==> src/rtl/up_datapath_mc.sv <==
// Parametrised up_ datapath: register file, PC, SP, IR, flags and an ALU with
// iterative shift-add multiply and restoring divide behind a busy/done handshake.
module up_datapath_mc #(
  parameter int unsigned DW    = 8,
  parameter int unsigned NREGS = 4,
  parameter int unsigned RSW   = 2
) (
  input  logic           clk,
  input  logic           nRst,
  input  logic [DW-1:0]  data_in,
  input  logic           a_sel_in_a,
  input  logic           a_sel_in_b,
  input  logic [3:0]     a_op,
  input  logic           a_start,
  input  logic           fl_we,
  input  logic           ir_we,
  input  logic           pc_we,
  input  logic           sp_we,
  input  logic           rb_we,
  input  logic [RSW-1:0] rb_sel_out_a,
  input  logic [RSW-1:0] rb_sel_out_b,
  input  logic [RSW:0]   rb_sel_in,
  output logic [DW-1:0]  data_out,
  output logic [3:0]     ir,
  output logic [3:0]     flags,
  output logic           busy,
  output logic           done
);

  localparam int unsigned CW = $clog2(DW);

  localparam logic [3:0] OpAdd   = 4'h0;
  localparam logic [3:0] OpSub   = 4'h1;
  localparam logic [3:0] OpMul   = 4'h2;
  localparam logic [3:0] OpDiv   = 4'h3;
  localparam logic [3:0] OpNand  = 4'h4;
  localparam logic [3:0] OpNor   = 4'h5;
  localparam logic [3:0] OpXor   = 4'h6;
  localparam logic [3:0] OpPassB = 4'h7;
  localparam logic [3:0] OpAdc   = 4'h8;
  localparam logic [3:0] OpSbc   = 4'h9;
  localparam logic [3:0] OpShl   = 4'hA;
  localparam logic [3:0] OpShr   = 4'hB;

  logic [DW-1:0]   rf_q [NREGS];
  logic [DW-1:0]   pc_q, sp_q, opb_q;
  logic [3:0]      ir_q, flags_q, ir_nib;
  logic            busy_q, done_q, div_q;
  logic [2*DW-1:0] acc_q, acc_step;
  logic [CW-1:0]   cnt_q;

  logic [DW-1:0] op_a, op_b, alu_res;
  logic [DW:0]   ext, mul_sum, div_shift, div_diff;
  logic          alu_c, alu_v, cand_c, cand_v, cin, start_ok;

  assign op_a = a_sel_in_a ? rf_q[rb_sel_out_a] : sp_q;
  assign op_b = a_sel_in_b ? rf_q[rb_sel_out_b] : pc_q;
  assign cin  = flags_q[1];

  always_comb begin
    ext     = '0;
    alu_res = '0;
    alu_c   = 1'b0;
    alu_v   = 1'b0;
    case (a_op)
      OpAdd, OpAdc: begin
        ext     = {1'b0, op_a} + {1'b0, op_b} + {{DW{1'b0}}, (a_op == OpAdc) & cin};
        alu_res = ext[DW-1:0];
        alu_c   = ext[DW];
        alu_v   = (op_a[DW-1] == op_b[DW-1]) && (alu_res[DW-1] != op_a[DW-1]);
      end
      OpSub, OpSbc: begin
        // Bit DW of the extended difference is the borrow.
        ext     = {1'b0, op_a} - {1'b0, op_b} - {{DW{1'b0}}, (a_op == OpSbc) & cin};
        alu_res = ext[DW-1:0];
        alu_c   = ext[DW];
        alu_v   = (op_a[DW-1] != op_b[DW-1]) && (alu_res[DW-1] != op_a[DW-1]);
      end
      OpNand:  alu_res = ~(op_a & op_b);
      OpNor:   alu_res = ~(op_a | op_b);
      OpXor:   alu_res = op_a ^ op_b;
      OpPassB: alu_res = op_b;
      OpShl: begin
        alu_res = {op_a[DW-2:0], 1'b0};
        alu_c   = op_a[DW-1];
      end
      OpShr: begin
        alu_res = {1'b0, op_a[DW-1:1]};
        alu_c   = op_a[0];
      end
      default: ;
    endcase
  end

  // The done cycle presents the captured MUL/DIV result regardless of a_op.
  always_comb begin
    data_out = '0;
    cand_c   = 1'b0;
    cand_v   = 1'b0;
    if (busy_q) begin
      data_out = '0;
    end else if (done_q) begin
      data_out = acc_q[DW-1:0];
      cand_c   = ~div_q & (|acc_q[2*DW-1:DW]);
      cand_v   = div_q & ~(|opb_q);
    end else if (a_op != OpMul && a_op != OpDiv) begin
      data_out = alu_res;
      cand_c   = alu_c;
      cand_v   = alu_v;
    end
  end

  // acc_q holds {partial product, multiplier} or {remainder, dividend/quotient}.
  always_comb begin
    mul_sum   = {1'b0, acc_q[2*DW-1:DW]} + (acc_q[0] ? {1'b0, opb_q} : '0);
    div_shift = {acc_q[2*DW-1:DW], acc_q[DW-1]};
    div_diff  = div_shift - {1'b0, opb_q};
    if (!div_q) begin
      acc_step = {mul_sum, acc_q[DW-1:1]};
    end else if (!div_diff[DW]) begin
      acc_step = {div_diff[DW-1:0], acc_q[DW-2:0], 1'b1};
    end else begin
      acc_step = {div_shift[DW-1:0], acc_q[DW-2:0], 1'b0};
    end
  end

  if (DW >= 8) begin : g_ir_wide
    assign ir_nib = pc_q[0] ? data_in[7:4] : data_in[3:0];
  end else begin : g_ir_narrow
    // Narrow data words carry only one instruction nibble.
    assign ir_nib = data_in[3:0];
  end

  assign start_ok = a_start & ~busy_q & ~done_q & ((a_op == OpMul) | (a_op == OpDiv));

  always_ff @(posedge clk) begin
    if (!nRst) begin
      pc_q    <= '0;
      sp_q    <= '1;
      ir_q    <= '0;
      flags_q <= '0;
      busy_q  <= 1'b0;
      done_q  <= 1'b0;
      div_q   <= 1'b0;
      opb_q   <= '0;
      acc_q   <= '0;
      cnt_q   <= '0;
      for (int unsigned i = 0; i < NREGS; i++) rf_q[i] <= DW'(i + 1);
    end else begin
      done_q <= 1'b0;
      if (start_ok) begin
        busy_q <= 1'b1;
        cnt_q  <= '0;
        div_q  <= (a_op == OpDiv);
        opb_q  <= op_b;
        acc_q  <= {{DW{1'b0}}, op_a};
      end else if (busy_q) begin
        acc_q <= acc_step;
        cnt_q <= cnt_q + 1'b1;
        if (cnt_q == CW'(DW - 1)) begin
          busy_q <= 1'b0;
          done_q <= 1'b1;
        end
      end
      if (ir_we) ir_q <= ir_nib;
      if (pc_we && !busy_q) pc_q <= data_out;
      if (sp_we && !busy_q) sp_q <= data_out;
      if (fl_we && !busy_q) flags_q <= {data_out[DW-1], cand_v, cand_c, ~(|data_out)};
      if (rb_we && !(busy_q && rb_sel_in[RSW])) begin
        rf_q[rb_sel_in[RSW-1:0]] <= rb_sel_in[RSW] ? data_out : data_in;
      end
    end
  end

  assign ir    = ir_q;
  assign flags = flags_q;
  assign busy  = busy_q;
  assign done  = done_q;

endmodule

==> config.mk <==
export PLATFORM = sky130hd
export DESIGN_NAME = up_datapath_mc
export DESIGN_NICKNAME = d
export VERILOG_FILES = /design/src/rtl/up_datapath_mc.sv
export SDC_FILE = /design/constraint.sdc
export NUM_CORES = 1
export LEC_CHECK = 0
export ABC_AREA = 1
export CORE_AREA = 2 2 114 116
export CTS_CLUSTER_DIAMETER = 50
export DETAILED_ROUTE_END_ITERATION = 16
export DIE_AREA = 0 0 116 118
export GPL_ROUTABILITY_DRIVEN = 0
export PLACE_DENSITY = 0.8
export RECOVER_POWER = 100
export SYNTH_ARGS = -nofsm -noshare
export SYNTH_HDL_FRONTEND = slang
export SYNTH_SLANG_ARGS = --single-unit
==> constraint.sdc <==
create_clock -name clk -period 9.3 [get_ports clk]
set_input_delay 2.79 -clock clk [delete_from_list [all_inputs] [get_ports clk]]
set_output_delay 2.79 -clock clk [all_outputs]
set_load 0.02 [all_outputs]
==> impl_metrics.ini <==
[detailed_routing]
viasPerCell = 5.50
drc = 0
drt-total-wl_mm = 19.4
ant_nets = 0
drtIter0Drc = 823
drt-wirelength-per-cell_um = 15.4
first_pass_iters = 7
num_vias = 6935

[worst_hold_path]
worstHoldStart = cnt_q[1]$_SDFFE_PP0P_
worstHoldEndpoint = cnt_q[1]$_SDFFE_PP0P_
hold_class = reg2reg
min_path_cells = 2

[worst_setup_path]
critPathArrivalTime_ps = 6270
crit_required_ps = 6510
ff2ff_path_depth = 24
end_kind = output pin
r2r_end = rf_q[1][7]$_SDFFCE_PN0P_
path_max_fanout = 10
critPathLaunchType = primary input
timing.rr.start = rf_q[1][4]$_SDFFCE_PN0P_
path_class = in2out
reg2reg_setup_slack_ps = 5570

[cells_and_area]
fillers = 1177
drive_gt1_frac = 0.0717
fin_nets = 1164
antennaDiodeCount = 0
syn2layout_area_growth_pct = 13.9

[job]
drv_cap = 0

[global_route]
grt_use_met2 = 0.429
grt_use_met1 = 0.414
use_met3 = 0.0623
grt_pass1_wl_mm = 31.6
grt_pass1_vias = 6371
top_usage_layer = met2
grt_max_degree = 32
overflow = 0
antenna_found_initial = 0
grt_usage = 0.289

[power]
p_int_uw = 732
power_density_mw_per_mm2 = 149
p_sw_frac = 0.361
ir_drop_uv = 105
leakagePower_uw = 0.00380
clkPwrFrac = 0.285
sequentialPowerShare = 0.375
p_sw_uw = 414
pwr-share-comb = 0.340

[placed_design]
place_ws_ps = 83.1
io_buffers = 46
place_hpwl_mm = 15.0

[cts]
clock_latency_ps = 340
postCtsSetupBuffers = 0
clockRootBuffer = clkbuf_16
h-tree-depth = 3
cts_buffers = 9
clk_transition_reported_paths_ps = 60
tritoncts = built
cts_resized = 0
clockBufferDepth = 2
clock_sinks = 86
ctsHoldBuffers = 0

[floorplan]
die_w_um = 116
io_pins = 47
die-area_mm2 = 0.0137
core_mm2 = 0.0124
start_util = 0.546
num_rows = 41
die_h_um = 118

[yosys]
syn_inst = 1027
syn_nets = 1108
synth-edff-count = 32
synthArstFlopShare = 0
yosysWarnings = 0
ys_seq_area_frac = 0.301
ys.flop_type = dfxtp_1
synth.distinct_cells = 48
synth_area_mm2 = 0.00677
synth.avg_cell_area_um2 = 6.60
ys_ff_latch = 86

[timing]
skew_ps = 6.25
post-route-period-util = 0.974
rsz0062_at_grt = false
period_needed_ps = 9060
worstMarginPinSlew_ps = 1150
slew_headroom = 0.232
finalSetupViolCount = 0
fmax_mhz = 110
fin_setup_tns_ps = 0
finalHoldViolations = 0
drv_slew = 0
worst_slack_ps = 238

[status]
status = complete, no violations
## worst max path at each step
stage,end,slack (ps),start,depth (start not counted)
after detailed placement,data_out[6],80,rb_sel_out_b[0],19
after CTS,data_out[6],60,rb_sel_out_b[0],19
after floorplan,data_out[6],1190,rb_sel_out_b[0],20
final,data_out[3],240,a_sel_in_a,17
after global placement,data_out[6],190,rb_sel_out_b[0],19
after global routing,data_out[3],20,rb_sel_out_b[0],19
## per-layer routing
layer	wire length, um	vias to the layer above
met3	1870	47
li1	-	3422
met2	8270	327
met4	604	0
met5	0	-
met1	8620	3139
## stage by stage
step | instance area (um^2) | hold WS [ps] | std cells | utilization | power [uW]
after global placement | 7530 | 447 | 1244 | 0.607 | 824
final | 7720 | 471 | 1260 | 0.622 | 1150
after global routing | 7720 | 499 | 1260 | 0.622 | 1210
after detailed placement | 7530 | 460 | 1244 | 0.607 | 831
after CTS | 7800 | 474 | 1260 | 0.628 | 1150
after floorplan | 6770 | 435 | 1027 | - | 702
## Yosys cell counts (2+ instances only)
master / count / share of area
buf_6: 2 / 0.0033
dfxtp_1: 54 / 0.16
a21oi_1: 62 / 0.046
inv_1: 166 / 0.092
o22ai_1: 10 / 0.0092
a211oi_1: 2 / 0.0022
fa_1: 6 / 0.018
xnor2_1: 4 / 0.0052
o21bai_1: 2 / 0.0022
nand3_1: 88 / 0.065
nor2_1: 78 / 0.043
buf_4: 2 / 0.0022
inv_2: 14 / 0.0078
nand2_1: 275 / 0.15
o21ai_1: 5 / 0.0037
buf_1: 2 / 0.0011
nand2_2: 7 / 0.0065
a31oi_1: 9 / 0.0083
o21ai_0: 57 / 0.042
buf_2: 11 / 0.0081
nand4_1: 10 / 0.0092
ha_1: 46 / 0.085
nand3_2: 2 / 0.0030
edfxtp_1: 32 / 0.14
clkinv_1: 2 / 0.0011
clkbuf_1: 13 / 0.0072
nor3_1: 4 / 0.0030
nor4_1: 2 / 0.0018
nand3b_1: 8 / 0.0089
o211ai_1: 18 / 0.020
or2_2: 12 / 0.011
xor2_1: 2 / 0.0026
nor2_2: 5 / 0.0046
## layout make-up
type / count / area (um^2) / share of cell area
clock buffer: 9 / 225 / 0.0292
clock inverter: 7 / 41.3 / 0.00535
inverter: 182 / 683 / 0.0885
multi-input combinational: 729 / 3860 / 0.501
sequential: 86 / 2040 / 0.265
tap: 172 / 215 / 0.0279
timing repair buffer: 75 / 646 / 0.0837
## registers in the layout (all words and copies together) (netlist names)
name and flops:
cnt_q 3, opb_q 8, acc_q 16, rf_q 32, done 1, sp_q 8, busy 1, ir 4
flags 4, pc_q 8, div_q 1
## critical path, stage by stage
cell,delay (ps)
clkdlybuf4s50_1,580
buf_4,240
or2_2,280
nand2_1,130
ha_2,360
a21oi_1,210
o21ai_1,130
or2_2,290
nand3_1,110
nand3_1,80
nor2_1,80
nand2_1,60
nand2_1,70
nand2_1,110
nand2_2,100
inv_1,70
clkdlybuf4s50_1,550
## cell usage in the layout (no fill, tap or decap), drive strengths merged, types with 8 or more instances in the layout
cell	instances
nand4	10
nand3b	8
nand3	90
a31oi	9
o211ai	18
nor2	84
ha	46
inv	179
or2	13
dlygate4sd3	14
clkbuf	19
clkdlybuf4s50	26
buf	25
o21ai	63
a21oi	63
o22ai	10
dfxtp	54
edfxtp	32
nand2	282
## cell families after synthesis
family,count (synthesis),synth area share
flip-flops,86,0.301
AO/OA/AOI/OAI,175,0.149
adder cells (fa/ha/maj),52,0.103
buffers and inverters,212,0.123
AND/OR/NAND/NOR,496,0.316
XOR/XNOR,6,0.00776
## power by group through the flow
stage / clock network, uW / registers (uW) / logic, uW
floorplan: 0 / 433 / 268
global placement: 0 / 437 / 387
detailed placement: 0 / 437 / 394
CTS: 326 / 429 / 398
global route: 341 / 432 / 436
finish: 326 / 430 / 390
Power figures use the tool's default switching activity.
